[config.mk]
export PLATFORM = sky130hd
export DESIGN_NAME = otter_hazard_unit
export DESIGN_NICKNAME = d
export VERILOG_FILES = /design/src/rtl/otter_hazard_unit.sv
export SDC_FILE = /design/constraint.sdc
export NUM_CORES = 1
export LEC_CHECK = 0
export CAP_MARGIN = 20
export CORE_ASPECT_RATIO = 1.5
export CORE_MARGIN = 3
export CORE_UTILIZATION = 43
export CTS_CLUSTER_SIZE = 20
export DETAILED_ROUTE_END_ITERATION = 10
export GPL_ROUTABILITY_DRIVEN = 0
export PLACE_DENSITY = 0.75
export SETUP_SLACK_MARGIN = 0.3
export SYNTH_ARGS = -nofsm -noshare
export SYNTH_HDL_FRONTEND = slang
export SYNTH_SLANG_ARGS = --single-unit
[constraint.sdc]
create_clock -name CLK -period 1.85 [get_ports CLK]
set_input_delay 0.37 -clock CLK [delete_from_list [all_inputs] [get_ports CLK]]
set_output_delay 0.37 -clock CLK [all_outputs]
set_load 0.05 [all_outputs]
[src/rtl/otter_hazard_unit.sv]
// rtl/otter_hazard_unit.sv - pipeline hazard detection, stall/flush control and operand forwarding select
// Optional feature macro: OTTER_HAZ_FWD_EN
//   defined   : results are forwarded from any tracked stage; stall only on load-use at stage 1
//   undefined : no forwarding (FWD_A/FWD_B are 0); stall on any hit in stages 1..DEPTH
// Ports:
//   CLK, RST                  clock, asynchronous active-high reset
//   DEC_VALID                 decode register holds a real instruction
//   DEC_RS1/DEC_RS2           decode source addresses, qualified by DEC_USE1/DEC_USE2
//   DEC_RD/DEC_WR/DEC_LOAD    decode destination, write enable, load flag
//   BR_TAKEN                  execute stage redirects the PC this cycle
//   STALL                     hold PC and decode register
//   FLUSH                     clear decode register at next edge (equals BR_TAKEN)
//   FWD_A/FWD_B               operand source: 0 = register file, k = stage k result
//   STALL_CNT                 saturating count of stall cycles
module otter_hazard_unit #(
  parameter int DEPTH = 3,
  parameter int CNT_W = 16
) (
  input  logic             CLK,
  input  logic             RST,
  input  logic             DEC_VALID,
  input  logic [4:0]       DEC_RS1,
  input  logic [4:0]       DEC_RS2,
  input  logic             DEC_USE1,
  input  logic             DEC_USE2,
  input  logic [4:0]       DEC_RD,
  input  logic             DEC_WR,
  input  logic             DEC_LOAD,
  input  logic             BR_TAKEN,
  output logic             STALL,
  output logic             FLUSH,
  output logic [2:0]       FWD_A,
  output logic [2:0]       FWD_B,
  output logic [CNT_W-1:0] STALL_CNT
);

  // Entry k describes the instruction currently in stage k (1 = execute).
  logic [DEPTH:1] ent_valid;
  logic [4:0]     ent_rd [1:DEPTH];
  logic [DEPTH:1] ent_load;

  logic [DEPTH:1] hit_a;
  logic [DEPTH:1] hit_b;
  logic           stall_raw;
  logic [CNT_W-1:0] stall_cnt;

  always_comb begin
    hit_a = '0;
    hit_b = '0;
    for (int k = 1; k <= DEPTH; k++) begin
      hit_a[k] = ent_valid[k] && (ent_rd[k] == DEC_RS1) && DEC_USE1 && DEC_VALID && (DEC_RS1 != 5'd0);
      hit_b[k] = ent_valid[k] && (ent_rd[k] == DEC_RS2) && DEC_USE2 && DEC_VALID && (DEC_RS2 != 5'd0);
    end
  end

`ifdef OTTER_HAZ_FWD_EN
  logic [2:0] fwd_a_sel;
  logic [2:0] fwd_b_sel;

  // Scan oldest to youngest so the youngest (lowest k) hit is the one left standing.
  always_comb begin
    fwd_a_sel = 3'd0;
    fwd_b_sel = 3'd0;
    for (int k = DEPTH; k >= 1; k--) begin
      if (hit_a[k]) fwd_a_sel = 3'(k);
      if (hit_b[k]) fwd_b_sel = 3'(k);
    end
  end

  // A load in execute has no result yet; everything older can be forwarded.
  assign stall_raw = (hit_a[1] || hit_b[1]) && ent_load[1];
  assign FWD_A     = STALL ? 3'd0 : fwd_a_sel;
  assign FWD_B     = STALL ? 3'd0 : fwd_b_sel;
`else
  logic unused_load;
  assign unused_load = ^{ent_load, DEC_LOAD};

  // Without forwarding every in-flight writer blocks, writeback included,
  // because the register file only commits at the end of the cycle.
  assign stall_raw = |(hit_a | hit_b);
  assign FWD_A     = 3'd0;
  assign FWD_B     = 3'd0;
`endif

  // Flush wins: the decode instruction is being discarded, so nothing to wait for.
  assign FLUSH     = BR_TAKEN;
  assign STALL     = stall_raw && !BR_TAKEN;
  assign STALL_CNT = stall_cnt;

  always_ff @(posedge CLK or posedge RST) begin
    if (RST) begin
      ent_valid <= '0;
      ent_load  <= '0;
      for (int k = 1; k <= DEPTH; k++) ent_rd[k] <= 5'd0;
    end else begin
      for (int k = DEPTH; k >= 2; k--) begin
        ent_valid[k] <= ent_valid[k-1];
        ent_rd[k]    <= ent_rd[k-1];
        ent_load[k]  <= ent_load[k-1];
      end
      if (!STALL && !FLUSH) begin
        ent_valid[1] <= DEC_VALID && DEC_WR && (DEC_RD != 5'd0);
        ent_rd[1]    <= DEC_RD;
        ent_load[1]  <= DEC_LOAD;
      end else begin
        ent_valid[1] <= 1'b0;
        ent_rd[1]    <= 5'd0;
        ent_load[1]  <= 1'b0;
      end
    end
  end

  always_ff @(posedge CLK or posedge RST) begin
    if (RST) begin
      stall_cnt <= '0;
    end else if (STALL && (stall_cnt != '1)) begin
      stall_cnt <= stall_cnt + CNT_W'(1);
    end
  end

endmodule

==> summary.txt <==
Outcome
  – Run status: finished, violations left
  – Violated checks: setup timing

Detailed routing
  – Post-DRT Antenna Nets: 0
  – Total wire length: approximately 5000 um
  – DRC viols: 0
  – Starting DRC count in detailed routing: 57
  – DR WL/cell: 17.4 um
  – Vias per inst: 5.31
  – Drt first pass iters: 4
  – Vias: 1,536

Worst setup path
  – Worst R2R End: STALL_CNT[10]
  – CP arrival: 2.10 ns
  – Top delay family on crit path: buffers and inverters
  – Crit path capture type: primary output
  – CP Cell Sequence: clkdlybuf4s15_2 > buf_4 > xor2_1 > nor4_2 > nand4_1 > buf_4 > a311o_1 > nand2_4 > buf_12
  – Register-to-Register Path Depth: 12
  – Worst path required time: ~1.5 ns
  – CP dominant cell by count: buf_4
  – Critical path type: in2out
  – Reg-to-Reg Start: ent_rd[9]
  – CP max-delay cell: a311o_1
  – Worst Path Max Fanout: 4
  – Slowest stage delay, CP: 0.34 ns
  – Reg2Reg Setup Slack: -0.58 ns
  – Crit path launch type: input port
  – Buf/Inv on CP: 4

Clocking
  – Clock transition at path regs: approximately 0.070 ns
  – Hold buffer count at CTS: 0
  – Clock root buffer: clkbuf_8
  – Worst skew pair latency: between 0.2 and 0.3 ns
  – Clock sinks: 34
  – Clock buffer count from CTS: 5
  – CTS tree: yes
  – CTS max path bufs: 2
  – H-tree Lvls: 2

Logic synthesis
  – Post-synth cell types: 30
  – Post-synthesis instance total: around 160
  – Seq cells post-synth: 34
  – Synth Warn #: 0
  – Syn_area_per_cell: 11.0 um2
  – Seq/Total Area, Yosys: 0.478
  – Synth Cell Area: 0.00178 mm2

Die
  – Initial core utilization: 0.450
  – Die area: between 0.004 and 0.005 mm2
  – # IOs: 47
  – Chip height: 84.8 um
  – Site Rows: 28
  – Die width: 58.6 um
  – Core Area: 0.00396 mm2

STA
  – Tmin final: 2.47 ns
  – Final Skew: 0.00629 ns
  – Hold slack: 0.408 ns
  – Tcrit/Tclk final: 1.34
  – Final setup fails: 23
  – Final Hold Vio Count: 0
  – Pins Over Slew Limit: 0
  – Setup TNS: -11.53 ns
  – RSZ-0062 raised after global routing: true
  – Maximum clock rate: 404 MHz
  – Final Worst Setup Slack: -0.625 ns

Power and ir drop
  – Switching share of power: 0.270
  – Flop pwr share: 0.445
  – Worst VDD drop: 476 uV
  – Cell internal pwr: about 1.3 mW
  – Net load switching power: 0.482 mW
  – Leak: 1.33 nW
  – Combinational Power Share: 0.167
  – Pwr/cell area: 637 mW/mm2
  – Clock Power Share: 0.388
  – Total power: 1.78 mW

Placement
  – Placed Area: 0.00241 mm2
  – Port Buf Inserts: 39
  – Hpwl dp: ~3300 um

Cells and area
  – Nets: 267
  – Commonest cells after routing, fill and taps aside: 43 x buf_4, 33 x xor2_1, 25 x dfrtp_1, 11 x clkdlybuf4s50_1
  – Area delta synth->final: 57.2%
  – Antenna cells: 0
  – Commonest non-fill, non-tap cell in the layout: buf_4
  – Share of cells above drive strength 1: 0.459
  – Final Cell Area: 0.00280 mm2
  – Core Util, Final: 0.708

Min path
  – Hold wc startpoint: ent_valid[2]
  – Hold WC Path Type: reg2reg
  – Hold worst-path end: ent_valid[3]
  – Hold path cells: 0

Global routing
  – Antenna violations before repair: 0
  – Largest net degree at the start of global routing: 35
  – Vias in the first global route: 1,641
  – Total track usage: 0.218
  – Gr ovfl total: 0
  – First-pass GRT wire length: 8050 um

Job
  – Max cap viols: 0
power groups by stage:
| stage | combinational [mW] | clock, mW | sequential (mW) |
|---|---|---|---|
| after global placement | 0.264 | 0 | 0.806 |
| after CTS | 0.297 | 0.710 | 0.793 |
| final | 0.298 | 0.693 | 0.793 |
| after global routing | 0.316 | 0.741 | 0.795 |
| after floorplan | 0.127 | 0 | 0.828 |
| after detailed placement | 0.273 | 0 | 0.809 |
synthesized netlist by cell type:
library cell / number / area, um2
dfrtp_1: 34 / 851
xor2_1: 33 / 289
nand2_1: 12 / 45.0
xnor2_1: 10 / 87.6
buf_4: 7 / 52.6
nand4_1: 7 / 43.8
nand3_1: 6 / 30.0
nor2_1: 6 / 22.5
and2_1: 5 / 31.3
inv_1: 5 / 18.8
nor4_1: 5 / 31.3
nor3_1: 4 / 20.0
nor3_2: 4 / 40.0
mux2_1: 3 / 33.8
or4_1: 3 / 22.5
a311o_1: 2 / 20.0
nor4_2: 2 / 25.0
o21ai_0: 2 / 10.0
a31oi_1: 1 / 6.26
a31oi_2: 1 / 12.5
and3_1: 1 / 6.26
and4bb_1: 1 / 12.5
buf_6: 1 / 11.3
conb_1: 1 / 3.75
ha_1: 1 / 12.5
o2111a_1: 1 / 11.3
o211ai_1: 1 / 7.51
o211ai_2: 1 / 12.5
o21ai_1: 1 / 5.00
or2_1: 1 / 6.26
per-stage QoR:
step / worst slack, ns / cells
6_report: -0.625 / 289
5_1_grt: -0.715 / 289
4_1_cts: -0.581 / 288
3_5_place_dp: -0.854 / 265
3_3_place_gp: -0.819 / 265
2_1_floorplan: -0.170 / 167
routing by layer:
layer / track usage / part of all wire / vias up
met5: 0 / 0 / -
met3: 0.0502 / 0.038 / 18
li1: - / - / 716
met4: 0.141 / 0.047 / 0
met1: 0.218 / 0.36 / 750
met2: 0.388 / 0.55 / 52
flip-flops by register name (all words and copies together), names as in the netlist:
name and count:
STALL_CNT 16, ent_valid 3, ent_rd 15
cells by family after synthesis:
group                    count (synthesis)  share of synthesized area
AND/OR/NAND/NOR                         57                      0.189
adder cells (fa/ha/maj)                  1                    0.00702
flip-flops                              34                      0.478
multiplexers                             3                     0.0190
XOR/XNOR                                43                      0.211
other                                    1                    0.00210
buffers and inverters                   13                     0.0463
AO/OA/AOI/OAI                           10                     0.0478
worst reg2reg max path, cell delays in order (launching register included):
cell and delay (ns):
dfrtp_1 0.39, xor2_1 0.16, nor4_2 0.31, nand4_1 0.19, buf_4 0.18, buf_6 0.10
buf_6 0.10, buf_6 0.11, a31oi_4 0.20, o211ai_4 0.18, buf_6 0.17, nor3_4 0.12
xnor2_1 0.14
how the worst max path moves through the flow:
stage                                to         start  slack, ns  depth (start not counted)
after CTS                         STALL     ent_rd[9]      -0.58                          7
after floorplan            STALL_CNT[1]  STALL_CNT[0]      -0.17                          8
after global placement    STALL_CNT[10]    DEC_RS2[3]      -0.82                          9
after detailed placement  STALL_CNT[10]    DEC_RS1[4]      -0.85                          9
final                             STALL    DEC_RS2[0]      -0.62                          9
after global routing       STALL_CNT[7]     ent_rd[9]      -0.72                         12
repair_timing:
action	CTS	global route
resized for setup	43	5
cloned	1	0
buffers inserted	14	1
pin swaps	32	6
setup endpoints to repair	23	24
layout make-up:
cell class | instances | area (um2)
Clock inverter | 3 | 45.0
Sequential cell | 34 | 862
Inverter | 5 | 18.8
Tap cell | 45 | 56.3
Multi-Input combinational cell | 121 | 1060
Clock buffer | 5 | 68.8
Fill cell | 276 | 1160
Timing Repair Buffer | 76 | 687
(Power assumes the default switching activity.)
==> edit 1 (same settings) <==
Add a define of `OTTER_HAZ_FWD_EN`.
--- a/src/rtl/otter_hazard_unit.sv
+++ b/src/rtl/otter_hazard_unit.sv
@@ -13,4 +13,6 @@
 //   FWD_A/FWD_B               operand source: 0 = register file, k = stage k result
 //   STALL_CNT                 saturating count of stall cycles
+`define OTTER_HAZ_FWD_EN
+
 module otter_hazard_unit #(
   parameter int DEPTH = 3,
Check against the original RTL: not equivalent (a bounded check fails within 4 cycles, from zero or initial values and one cycle with RST high).
==> edit 1 against the original RTL <==
The flow still finishes with violations (setup timing); count of clock-buffer cells in the layout is the same; worst setup slack better by 110 ps; sequential cell count rose by 1; global-route usage rose by 0.86 points; synthesized cell count is 4.3% higher; die area rose by 3.3%; total power fell by 8.2%; cell area rose by 14%; final cell count grew 12%; area after synthesis increased by 3.6%; register-to-register slack improved by 170 ps; wire length increased by 14%; core utilization up 8.8 points.
==> edit 1: results (changes against the original RTL) <==
----------------------------------------------------
[Drt]
  Routed vias ... 1723 (+12%)
  Number of design-rule violations left by the first detailed-router iteration ... 53 (-7.0%)
  Mean routed wirelength per cell ... 17.8 um (+2.1%)

[Global routing]
  First-pass GRT wire length ... 8.74 mm (+8.5%)
  Vias in the first global route ... 1797 (+9.5%)
  Overall fraction of global-route tracks in use ... 0.227 (+0.00862)

[Power and ir drop]
  Worst IR drop on VDD ... 528 uV (+11%)
  Leakage ... 1.44 nW (+8.4%)

[Critical path]
  Critical path's largest stage delay ... 530 ps (+190 ps)
  Slowest cell on crit path ... sky130_fd_sc_hd__or4_4
  Worst R2R End ... STALL_CNT[6]
  Logic depth of the worst register-to-register path ... 10 (-2)
  Reg-to-reg setup timing slack ... -410 ps (+170 ps)
  Arrival time reported for the critical path endpoint ... 2000 ps (-100 ps)

[Placement]
  Worst-case setup slack after placement ... -848 ps (+5.87 ps)
  HPWL Detailed ... 3.88 mm (+19%)
  DP Area ... 0.00284 mm^2 (+18%)
  # port buffers ... 44 (+13%)

[STA]
  Final worst-path setup slack ... -519 ps (+106 ps)
  # setup viols final ... 28 (+22%)
  Clock skew after layout ... 7.02 ps (+0.726 ps)
  Final hold slack ... 423 ps (+15.0 ps)

[Synthesis]
  Multiplexer area fraction after synthesis ... 0.0142 (-0.00472)
  Synth cell count leaders ... 40 x sky130_fd_sc_hd__xnor2_1, 35 x sky130_fd_sc_hd__dfrtp_1, 14 x sky130_fd_sc_hd__nand2_1
  Xor/xnor share of the synthesized area ... 0.209 (-0.00256)
  Post-synthesis share of cell area spent on full adders, half adders and majority gates ... 0.00678 (-0.000243)
  Biggest area contributors in the synthesized netlist ... sky130_fd_sc_hd__dfrtp_1 47%, sky130_fd_sc_hd__xnor2_1 19%, sky130_fd_sc_hd__nand4_1 4.1%
  Post-synthesis compound-gate area fraction ... 0.0536 (+0.00581)
  Per-instance average area after synthesis ... 10.9 um^2 (-0.71%)
  Sequential element share of the synthesized area ... 0.475 (-0.00295)

[Run status]
  Violations in the final reports ... setup timing
  Outcome ... finished with violations

[Final layout]
  Fillers ... 243 (-12%)
  Count of non-filler cells in the finished layout ... 323 (+12%)
  Fraction of final layout cells with drive strength greater than 1 ... 0.601 (+0.142)

[Clock tree]
  Clk pin slew, worst setup/hold paths ... 80 ps

----------------------------------------------------
==> edit 1: changes by cell type after synthesis, sizes merged, moves of 3 or more <==
cell / before / now
nor3: 8 / 5
nor4: 7 / 2
o21ai: 3 / 0
or3: 0 / 3
inv: 5 / 2
nor2: 6 / 9
xnor2: 10 / 40
xor2: 33 / 4
a21oi: 0 / 3
nand4: 7 / 12
buf: 8 / 4
==> edit 1: worst max-delay path by stage <==
stage               cells past startpoint  startpoint      endpoint  slack [ps]
finish                                  8  DEC_RS1[3]      FWD_A[0]        -520
global route                            8  DEC_RS2[3]      FWD_A[0]        -560
CTS                                     8  DEC_RS1[2]      FWD_A[0]        -530
detailed placement                     10  DEC_RS1[3]  STALL_CNT[8]        -850
global placement                        8  DEC_RS1[1]      FWD_A[0]        -810
floorplan                               6  DEC_RS2[1]      FWD_A[0]        -520
==> edit 1: stage by stage <==
step	TNS, ps	util
2_1_floorplan	-3130	-
3_3_place_gp	-18980	0.705
3_5_place_dp	-20090	0.705
4_1_cts	-5990	0.749
5_1_grt	-10160	0.796
6_report	-8930	0.796
==> edit 1: cells by family after synthesis <==
| kind of cell | count (synthesis) |
|---|---|
| flops | 35 |
| other cells | 1 |
| mux | 2 |
| buf+inv | 6 |
| xor+xnor | 44 |
| fa+ha+maj | 1 |
| simple gates | 70 |
| compound gates | 10 |
==> edit 1: layout make-up <==
type                    count  area share
multi-input cells         129       0.381
repair buffers            104       0.292
flip-flops and latches     35       0.280
clock buffers               5      0.0215
well taps                  45      0.0176
clock inverters             3     0.00625
inverters                   2     0.00234
==> edit 1: metal layers <==
metal,share of wire,wire length [um],GRT usage,vias to the layer above
li1,-,-,-,804
met1,0.37,2100,0.269,828
met2,0.54,3090,0.396,68
met3,0.053,306,0.0402,23
met4,0.044,252,0.0907,0
met5,0,0,0,-
==> edit 1: repair_timing <==
action,in CTS,in global routing
pin swaps,19,18
resized for setup,59,28
buffers inserted,5,7
gates cloned,0,0
setup endpoints to repair,28,28
==> edit 1: where the power goes <==
| group | leakage [nW] | internal [mW] | switching (mW) |
|---|---|---|---|
| sequential | 0.441 | 0.786 | 0.0240 |
| clock | 0.0402 | 0.262 | 0.300 |
| combinational | 0.957 | 0.143 | 0.123 |
| total | 1.44 | 1.19 | 0.447 |
==> edit 2 (config.mk and constraints unchanged) <==
Made on the original files. Register the output `STALL_CNT` once more, without a reset; this adds one clock of latency there. The other outputs are not delayed to match. Comments in the files are not updated.
--- a/src/rtl/otter_hazard_unit.sv
+++ b/src/rtl/otter_hazard_unit.sv
@@ -86,5 +86,7 @@
   assign FLUSH     = BR_TAKEN;
   assign STALL     = stall_raw && !BR_TAKEN;
-  assign STALL_CNT = stall_cnt;
+  always_ff @(posedge CLK) begin
+    STALL_CNT <= stall_cnt;
+  end
 
   always_ff @(posedge CLK or posedge RST) begin
Behaviour: not the same (a bounded check fails within 4 cycles, from zero or initial values and one cycle with RST high).
==> edit 2 against the original RTL <==
The run still ends with setup timing left; global-route usage down 4.3 points; maximum frequency up 6.6%; clock power down 17%; total power up 12%; cell area up 8.4%; combinational power down 6%; first-iteration DRC count up 8.8%; area after synthesis up 17%; clock skew down 2.5 ps; worst setup slack better by 150 ps; die area up 15%; wire length down 8.1%; via count down 0.20%; sequential cell count up 16; critical path type is now reg2out; largest power group unchanged.
==> edit 2: results (changes against the original RTL) <==
----------------------------------------------------
[Critical path]
  Arrival time reported for the critical path endpoint ... 1950 ps (-150 ps)
  Source of the critical timing path ... ent_rd[0]
  Worst Path Max Fanout ... 2 (-2)

[Synthesis]
  Sequential element share of the synthesized area ... 0.562 (+0.0846)
  Xor/xnor share of the synthesized area ... 0.185 (-0.0264)
  Number of warnings printed during yosys synthesis ... 0 (unchanged)
  Async S/R FF share, synth ... 0.680 (-0.320)
  Main synth FF type ... sky130_fd_sc_hd__dfrtp_1
  Post-synthesis compound-gate area fraction ... 0.0342 (-0.0135)
  Synth cell count leaders ... 34 x sky130_fd_sc_hd__dfrtp_1, 34 x sky130_fd_sc_hd__xor2_1, 16 x sky130_fd_sc_hd__dfxtp_1
  Post-synthesis share of cell area spent on full adders, half adders and majority gates ... 0.00601 (-0.00102)
  Number of distinct library cells after synthesis ... 29 (-3.3%)
  Biggest area contributors in the synthesized netlist ... sky130_fd_sc_hd__dfrtp_1 41%, sky130_fd_sc_hd__dfxtp_1 15%, sky130_fd_sc_hd__xor2_1 14%
  Per-instance average area after synthesis ... 12.1 um^2 (+10%)

[Global routing]
  Vias in the first global route ... 1608 (-2.0%)
  First-pass GRT wire length ... 7.60 mm (-5.6%)
  Overall fraction of global-route tracks in use ... 0.175 (-0.0428)

[Placement]
  Worst-case setup slack after placement ... -872 ps (-18.4 ps)
  HPWL Detailed ... 3.34 mm (+2.6%)
  DP Area ... 0.00276 mm^2 (+15%)
  Total placed cells including tap cells ... 300 (+13%)

[Clock tree]
  CTS max path bufs ... 2 (unchanged)

[Drt]
  Total wire length ... 4.63 mm (-8.1%)
  Routed vias ... 1533 (-0.20%)
  Number of design-rule violations left by the first detailed-router iteration ... 62 (+8.8%)

[Run status]
  Violations in the final reports ... setup timing
  Outcome ... finished with violations

[Final layout]
  Fillers ... 363 (+32%)
  Fraction of final layout cells with drive strength greater than 1 ... 0.312 (-0.147)
  Final #Nets ... 276 (+3.4%)

[Power and ir drop]
  Worst IR drop on VDD ... 473 uV (-0.59%)
  Leakage ... 1.45 nW (+9.0%)

[STA]
  Setup total negative slack ... -6270 ps (+5260 ps)
  # setup viols final ... 20 (-13%)
  Final worst-path setup slack ... -471 ps (+154 ps)
  Clock skew after layout ... 3.80 ps (-2.49 ps)

[Worst hold path]
  Startpoint of the most critical hold path ... stall_cnt[10]

----------------------------------------------------
[edit 2: logic make-up after synthesis]
| family | count (synthesis) |
|---|---|
| XOR/XNOR | 44 |
| multiplexers | 2 |
| buffers and inverters | 13 |
| flip-flops | 50 |
| AND/OR/NAND/NOR | 55 |
| other | 1 |
| adder cells (fa/ha/maj) | 1 |
| AO/OA/AOI/OAI | 6 |
[edit 2: critical path: stages (launching register included)]
cell and delay (ps):
sky130_fd_sc_hd__dfrtp_1 420, sky130_fd_sc_hd__xor2_1 170, sky130_fd_sc_hd__nor4_2 300, sky130_fd_sc_hd__nand4_1 210, sky130_fd_sc_hd__a31oi_4 260, sky130_fd_sc_hd__nor2_4 70
sky130_fd_sc_hd__nor2_4 100, sky130_fd_sc_hd__buf_12 140
[edit 2: final timing paths]
| kind | to | slack, ps | cells after the start |
|---|---|---|---|
| min | STALL_CNT[10] | 410 | 0 |
| max in group asynchronous | ent_rd[4] | 1070 | 3 |
| max reg2reg | stall_cnt[11] | -460 | 9 |
| min in group asynchronous | stall_cnt[8] | 470 | 3 |
| min reg2reg | STALL_CNT[10] | 410 | 0 |
| max | STALL | -470 | 7 |
[edit 2: power breakdown]
part	internal (mW)	switching, mW	total [mW]
combinational	0.125	0.154	0.279
clock	0.269	0.308	0.576
sequential	1.12	0.0249	1.14
total	1.51	0.486	2.00
[edit 2: layer usage]
layer / global-route usage / part of all wire / wire length, um
met4: 0.110 / 0.047 / 217
met5: 0 / 0 / 0
met2: 0.320 / 0.56 / 2580
met3: 0.0545 / 0.045 / 208
met1: 0.167 / 0.35 / 1630
[edit 2: cell type report]
type	count	share of cell area
Tap cell	64	0.0264
Sequential cell	50	0.386
Inverter	5	0.00618
Multi-Input combinational cell	114	0.328
Timing Repair Buffer	76	0.227
Clock buffer	8	0.0264
[edit 2: through the flow]
stage | total power [mW] | util
floorplan | 1.31 | -
global placement | 1.44 | 0.598
detailed placement | 1.44 | 0.598
CTS | 2.01 | 0.649
global route | 2.10 | 0.658
finish | 2.00 | 0.658
[edit 2: repair_timing]
action	in CTS	in global routing
hold buffers	0	0
setup endpoints to repair	31	26
buffers inserted	6	2
pin swaps	15	8
resized for setup	35	7
cloned	1	0
